**src/rtl/fp32_maxmin_reduce.sv**
```systemverilog
// Vector max/min reduction sequencer: pairs a running accumulator with each new
// FP32 element, issues it to the external compare stage and folds the result back.
module fp32_maxmin_reduce #(
    parameter int CNT_W   = 16,
    parameter int TIMEOUT = 15
) (
    input  logic             clk,
    input  logic             rst,
    input  logic             i_start,
    input  logic             i_is_max,
    input  logic             i_valid,
    input  logic [31:0]      i_data,
    input  logic             i_last,
    output logic             o_ready,
    output logic             o_cmp_valid,
    output logic             o_cmp_is_max,
    output logic [31:0]      o_cmp_a,
    output logic [31:0]      o_cmp_b,
    input  logic             i_cmp_res_valid,
    input  logic [31:0]      i_cmp_res,
    output logic             o_res_valid,
    output logic [31:0]      o_res,
    output logic [CNT_W-1:0] o_res_cnt,
    output logic             o_busy,
    output logic             o_err
);

    localparam logic [2:0] S_IDLE  = 3'd0;
    localparam logic [2:0] S_FIRST = 3'd1;
    localparam logic [2:0] S_WAIT  = 3'd2;
    localparam logic [2:0] S_CMP   = 3'd3;
    localparam logic [2:0] S_DONE  = 3'd4;

    localparam int              TMO_W    = $clog2(TIMEOUT + 1);
    localparam logic [TMO_W-1:0] TMO_LAST = TMO_W'(TIMEOUT - 1);

    logic [2:0]       state;
    logic             is_max_q;
    logic             last_q;
    logic             err_q;
    logic [31:0]      acc;
    logic [CNT_W-1:0] cnt;
    logic [CNT_W-1:0] cnt_inc;
    logic [TMO_W-1:0] tmo;
    logic             accept;
    logic             data_is_nan;

    assign o_ready     = (state == S_FIRST) || (state == S_WAIT);
    assign o_busy      = (state != S_IDLE);
    assign accept      = i_valid & o_ready;
    assign cnt_inc     = (&cnt) ? cnt : cnt + CNT_W'(1);
    assign data_is_nan = (i_data[30:23] == 8'hFF) && (i_data[22:0] != 23'd0);

    always_ff @(posedge clk) begin
        if (rst) begin
            state        <= S_IDLE;
            is_max_q     <= 1'b0;
            last_q       <= 1'b0;
            err_q        <= 1'b0;
            acc          <= '0;
            cnt          <= '0;
            tmo          <= '0;
            o_cmp_valid  <= 1'b0;
            o_cmp_is_max <= 1'b0;
            o_cmp_a      <= '0;
            o_cmp_b      <= '0;
            o_res_valid  <= 1'b0;
            o_res        <= '0;
            o_res_cnt    <= '0;
            o_err        <= 1'b0;
        end else begin
            // NOTE: non-blocking throughout so every branch sees pre-edge state;
            // the pulse outputs default low here and are raised for one cycle below.
            o_cmp_valid <= 1'b0;
            o_res_valid <= 1'b0;
            o_err       <= 1'b0;

            case (state)
                S_IDLE: begin
                    if (i_start) begin
                        is_max_q <= i_is_max;
                        cnt      <= '0;
                        state    <= S_FIRST;
                    end
                end
                S_FIRST: begin
                    if (accept) begin
                        cnt <= CNT_W'(1);
                        if (i_last) begin
                            // A lone element never passes the comparator, so NaN is canonicalised here.
                            acc   <= data_is_nan ? 32'hFFFF_FFFF : i_data;
                            state <= S_DONE;
                        end else begin
                            acc   <= i_data;
                            state <= S_WAIT;
                        end
                    end
                end
                S_WAIT: begin
                    if (accept) begin
                        o_cmp_a      <= acc;
                        o_cmp_b      <= i_data;
                        o_cmp_is_max <= is_max_q;
                        o_cmp_valid  <= 1'b1;
                        last_q       <= i_last;
                        cnt          <= cnt_inc;
                        tmo          <= '0;
                        state        <= S_CMP;
                    end
                end
                S_CMP: begin
                    if (i_cmp_res_valid) begin
                        acc   <= i_cmp_res;
                        state <= last_q ? S_DONE : S_WAIT;
                    end else if (tmo == TMO_LAST) begin
                        acc   <= 32'hFFFF_FFFF;
                        err_q <= 1'b1;
                        state <= S_DONE;
                    end else begin
                        tmo <= tmo + TMO_W'(1);
                    end
                end
                S_DONE: begin
                    o_res_valid <= 1'b1;
                    o_res       <= acc;
                    o_res_cnt   <= cnt;
                    o_err       <= err_q;
                    err_q       <= 1'b0;
                    state       <= S_IDLE;
                end
                default: state <= S_IDLE;
            endcase
        end
    end

endmodule

```
**config.mk**
```make
export PLATFORM = sky130hd
export DESIGN_NAME = fp32_maxmin_reduce
export DESIGN_NICKNAME = d
export VERILOG_FILES = /design/src/rtl/fp32_maxmin_reduce.sv
export SDC_FILE = /design/constraint.sdc
export NUM_CORES = 1
export LEC_CHECK = 0
export ABC_AREA = 1
export CORE_ASPECT_RATIO = 0.8
export CORE_MARGIN = 1
export CORE_UTILIZATION = 44
export CTS_CLUSTER_DIAMETER = 30
export DETAILED_ROUTE_END_ITERATION = 8
export PLACE_DENSITY_LB_ADDON = 0.08
export SYNTH_ARGS = -nofsm -noshare
export SYNTH_HDL_FRONTEND = slang
export SYNTH_SLANG_ARGS = --single-unit
```
**constraint.sdc**
```tcl
create_clock -name clk -period 1.7 [get_ports clk]
set_input_delay 0.34 -clock clk [delete_from_list [all_inputs] [get_ports clk]]
set_output_delay 0.34 -clock clk [all_outputs]
set_load 0.05 [all_outputs]
```
-- Yosys cells after proc, flatten, opt, wreduce, memory -nomap -nowiden
Index checks and enable logic that the tools add are counted.
- register bits: 174
- bits of input ports: 71
- output and inout port bits: 118
- logic and storage cells: 81
- add/subtract/negate cells: 2
- eq/ne operators: 14
- mux-type cells: 28
- bitwise gates (word level): 3
- reductions and logical operators: 19
- operator list (kind ; number):
    32-bit two-way mux ; 5
    16-bit two-way mux ; 4
    32-bit case mux with 2 select lines ; 1
    16-bit case mux with 3 select lines ; 1
    23-bit nonzero test ; 1
    3-bit two-way mux ; 7
    16-bit by 1-bit adder with 16-bit output, second input constant ; 1
    16-bit AND reduction ; 1
    2-bit inequality test, second input constant ; 7
    4-bit two-way mux ; 3
    3-bit case mux with 4 select lines ; 1
    8-bit == test, second input constant ; 1
    4-bit case mux with 2 select lines ; 1
    4-bit AND reduction ; 2
    3-bit by 2-bit == test with 1-bit output, second input constant ; 2
    3-bit AND reduction ; 2
    2-bit nonzero test ; 3
    3-bit nonzero test ; 2
    5-bit AND reduction ; 1
    4-bit by 1-bit adder with 4-bit output, second input constant ; 1
    4-bit == test, second input constant ; 1
    1-bit two-way mux ; 4
    2-bit AND reduction ; 2
    2-bit OR reduction ; 2
    9 further kinds ; 10

-- Logic depth before layout (Yosys ltp)
- depth in word-level cells: 6
- gate-level depth with buffers: 12
- mapped depth without buffers: 10

-- Worst setup path after synthesis
No wires, ideal clock.
- path type: register to register
- start point: reg state[1]
- end point: reg cnt[13]
- library setup time: 115 ps
- arrival time: 1517 ps
- data required time: 1585 ps
- setup slack: 68 ps
- cell stages (with the launch flop): 11
- buffers on the path: 2
- clock period less this slack: 1632 ps
- cell sequence: dfxtp_1 > buf_4 > inv_1 > nand3_1 > nand2_2 > nand2_1 > nand2_1 > nor2_4 > buf_4 > a21oi_1 > nor2_1
- cells in the longest elaborated chain, start to end: 5
- elaborated cells on any way between the ends: 12
- those cells by class: 6 x eq/ne; 1 x mux; 1 x bitwise; 4 x reduce/logical
- ends and longest elaborated chain (what ; RTL line ; RTL):
    start: declaration ; 37 ; logic [2:0] state;
    start signal: assignment ; 114 ; state <= last_q ? S_DONE : S_WAIT;
    3-bit by 1-bit == test with 1-bit output / 3-bit by 2-bit == test with 1-bit output (equally long branches) ; 48 ; assign o_ready = (state == S_FIRST) || (state == S_WAIT);
    1-bit logical OR (*) ; 48 ;
    named net o_ready ; 14 ; output logic o_ready,
    1-bit bitwise AND (*) ; 50 ; assign accept = i_valid & o_ready;
    2-bit inequality test (no line) ; -- ;
    5-bit AND reduction (no line) (*) ; -- ;
    end signal: assignment ; 106 ; cnt <= cnt_inc;
    end: declaration ; 42 ; logic [CNT_W-1:0] cnt;
Mark *: on every way through the listed nets, which the timed path passes. The rest lies on a longest branch.
A chain may end at the register's enable or synchronous reset.

-- Worst setup path in the final report
- start point: reg state[0]
- end point: out o_busy
- cells in the longest elaborated chain, start to end: 1
- ends and longest elaborated chain (what ; RTL line ; RTL):
    3-bit nonzero test ; 49 ; assign o_busy = (state != S_IDLE);
    end: declaration ; 24 ; output logic o_busy,
Every way passes these cells.

==> flow_metrics.env <==
export IMPL_antenna_found_initial=0
export IMPL_core_area_um2=15260
export IMPL_cap_violations=0
export IMPL_synth_fp_nets=989
export IMPL_synth_area_um2=7008
export IMPL_critPathMaxStageDelay_ns=0.36
export IMPL_setup_slack_ns=0.05804
export IMPL_crit_type="reg -> out"
export IMPL_synth_main_ff_cell="dfxtp_1"
export IMPL_cts_tree="done"
export IMPL_path_clk_slew_ns=0.07
export IMPL_initial_core_util_pct=45.91
export IMPL_die_y_um=114.9
export IMPL_yosysWarnings=0
export IMPL_die_w_um=143.1
export IMPL_hold_viol_final=0
export IMPL_wirelength_mm=21.05
export IMPL_final_util_pct=65.72
export IMPL_worstPathCellList="nor2_4, buf_4, nand2_1, buf_12"
export IMPL_rr_worst_depth=10
export IMPL_crit_fanout=4
export IMPL_worstPathArrival_ns=1.30
export IMPL_p_per_area_nw_per_um2=1058
export IMPL_firstDrtPassIters=5
export IMPL_regArea_um2=3493
export IMPL_detail_route_antenna_nets=0
export IMPL_p_leak_nw=4.350
export IMPL_synth_top_cell_area_share_pct=49.71
export IMPL_synth_distinct_cells=34
export IMPL_crit_slowest_cell="dfxtp_4"
export IMPL_preCtsSetupSlack_ns=-0.2938
export IMPL_yosys_top_cells_count="nand2_1 (184), dfxtp_1 (174), o21ai_0 (100)"
export IMPL_required_ns=1.36
export IMPL_tightestPinTransition_ns=0.2973
export IMPL_rsz0062_at_grt="no"
export IMPL_yosysMostFrequentCell="nand2_1"
export IMPL_endpoint_kind="output port"
export IMPL_synth_edff_count=0
export IMPL_antenna_cells=0
export IMPL_r2r_slack_ns=0.11
export IMPL_wl_per_cell_um=15.21
export IMPL_ctsHtreeMaxLevel=4
export IMPL_setup_violations_final=0
export IMPL_worstSetupEndpoint="o_busy"
export IMPL_async_flop_share_pct=0
export IMPL_worstSkewPairLatency_ns=0.44
export IMPL_vias=6812
export IMPL_cts_sinks=174
export IMPL_root_buffer="clkbuf_16"
export IMPL_maxSlewViolCount=0
export IMPL_outcome="finished, final reports clean"
export IMPL_area_growth_pct=43.15
export IMPL_r2r_end="cnt[0]"
export IMPL_grt_usage_pct=26.25
export IMPL_initialDrtViolationCount=488
export IMPL_gp_congestion=0.9670
export IMPL_startpoint="state[0]"
export IMPL_fin_nets=1235
export IMPL_die_area_um2=16440
export IMPL_synthCells=915
export IMPL_avgSynthCellArea_um2=7.659
export IMPL_worstSetupStartpointType="flip-flop"
export IMPL_numCtsBuffers=17
export IMPL_io_pin_count=189
export IMPL_drive_above_1_share_pct=25.38
export IMPL_finalCriticalPeriod_ns=1.642
export IMPL_synth_seq_cells=174
export IMPL_hp_class="reg -> reg"
export IMPL_ir_drop_uv=827.6
export IMPL_skew_ns=0.01190
export IMPL_fin_crit_sh_pct=96.59
export IMPL_cp_depth=4
export IMPL_grt_overflow=0
export IMPL_multiInputGateArea_um2=2954
export IMPL_worstReg2RegStart="cnt[0]"
export IMPL_clk_path_buf_depth=2
export IMPL_grt_pass1_vias=6028
export IMPL_fill_cells=1338
export IMPL_holdCritStartpoint="err_q"
export IMPL_crit_family="flip-flops"
export IMPL_synth_area_leaders="dfxtp_1 (50%), nand2_1 (9.9%), o21ai_0 (7.1%)"
export IMPL_slew_limit_headroom_pct=80.18
export IMPL_drcViolationCount=0
export IMPL_grt_pass1_wl_mm=32.52
export IMPL_viasPerCell=4.922
export IMPL_yosysSeqAreaShare_pct=49.71
export IMPL_io_buffers=188
export IMPL_fmax_mhz=609.0
export IMPL_grt_max_degree=44
export IMPL_rows=40
export IMPL_synth_top_area_cell="dfxtp_1"
export IMPL_dpl_hpwl_mm=15.76
export IMPL_crit_buf_inv=2
worst register-to-register path, stage by stage (launching register included):
cell	delay, ns
dfxtp_2	0.35
ha_2	0.19
nand3_1	0.11
inv_2	0.11
nand2_1	0.08
nor2_2	0.15
nand2_1	0.07
nand2_1	0.10
buf_6	0.15
nand2_1	0.06
a21oi_1	0.15
flip-flops by register name (all words and copies together), names as in the netlist:
signal,flops
o_res,32
state,3
o_res_valid,1
tmo,4
o_cmp_a,32
last_q,1
o_err,1
cnt,16
o_cmp_valid,1
o_cmp_b,32
err_q,1
is_max_q,1
o_cmp_is_max,1
acc,32
o_res_cnt,16
metrics by stage:
| step | power, mW | std cells | setup TNS (ns) | area [um2] | hold WS [ns] |
|---|---|---|---|---|---|
| after floorplan | 5.785 | 915 | 0 | 7008 | 0.4164 |
| after global placement | 6.762 | 1350 | -9.045 | 9384 | 0.4315 |
| after detailed placement | 6.771 | 1350 | -9.356 | 9384 | 0.4352 |
| after CTS | 10.63 | 1384 | 0 | 10000 | 0.4481 |
| after global routing | 11.10 | 1384 | 0 | 10030 | 0.4647 |
| final | 10.62 | 1384 | 0 | 10030 | 0.4474 |
per-layer routing:
| layer | wire length (um) | GRT usage (%) |
|---|---|---|
| met1 | 11100 | 41.21 |
| met2 | 8057 | 34.05 |
| met3 | 1706 | 7.205 |
| met4 | 182 | 7.168 |
| met5 | 0 | 0 |
area by class of cell:
| type | instances | share of cell area, % |
|---|---|---|
| Sequential cell | 174 | 34.82 |
| Clock buffer | 17 | 4.240 |
| Timing Repair Buffer | 279 | 24.20 |
| Multi-Input combinational cell | 608 | 29.45 |
| Clock inverter | 15 | 1.609 |
| Tap cell | 210 | 2.619 |
| Inverter | 81 | 3.068 |
cells by family (layout without fill, tap and decap cells):
| group | count (synthesis) | count (layout) | share of synthesized area, % |
|---|---|---|---|
| XOR/XNOR | 5 | 5 | 0.6249 |
| flip-flops | 174 | 174 | 49.71 |
| AO/OA/AOI/OAI | 200 | 200 | 15.62 |
| buffers and inverters | 133 | 392 | 8.552 |
| AND/OR/NAND/NOR | 400 | 400 | 24.96 |
| adder cells (fa/ha/maj) | 3 | 3 | 0.5357 |
worst min path at each step:
stage            end  slack (ns)  cells after the start
3_5_place_dp   o_err        0.44                      2
5_1_grt        o_err        0.46                      2
4_1_cts        o_err        0.45                      2
2_1_floorplan  o_err        0.42                      2
6_report       o_err        0.45                      2
3_3_place_gp   o_err        0.43                      2
timing repair:
item,in CTS,in global routing
buffers inserted,3,0
hold buffers,0,0
endpoints found under the setup margin,8,20
hold endpoints to repair,0,0
resized for setup,7,15
pin swaps,2,0
cell usage in the layout (no fill, tap or decap), types with 2 or more instances in the layout:
cell             count
clkinv_8             3
nor2_4               2
or2_2               22
o21ai_1             28
dfxtp_1            170
nor3_1               3
buf_6                2
o21ai_0             96
clkinv_2             2
nor3_2               2
nor2_1              93
nand2_4              2
dfxtp_4              2
nor2_2               5
nand2_1            184
or2_0                2
dfxtp_2              2
ha_1                 2
buf_12              12
xor2_1               4
clkbuf_16           17
inv_2                9
buf_4              195
o211ai_1             2
inv_6                4
nand2_2              3
nand3_2              2
clkdlybuf4s50_1     70
inv_8                5
nand3_1             75
a21oi_1             49
nand4_1              3
inv_1               70
a22o_1              23
power breakdown:
part,switching [mW],total (mW),internal [mW]
Sequential,0.175,4.50,4.33
Clock,1.86,3.84,1.97
Combinational,1.33,2.28,0.950
Total,3.37,10.6,7.25
(Power assumes the default switching activity.)
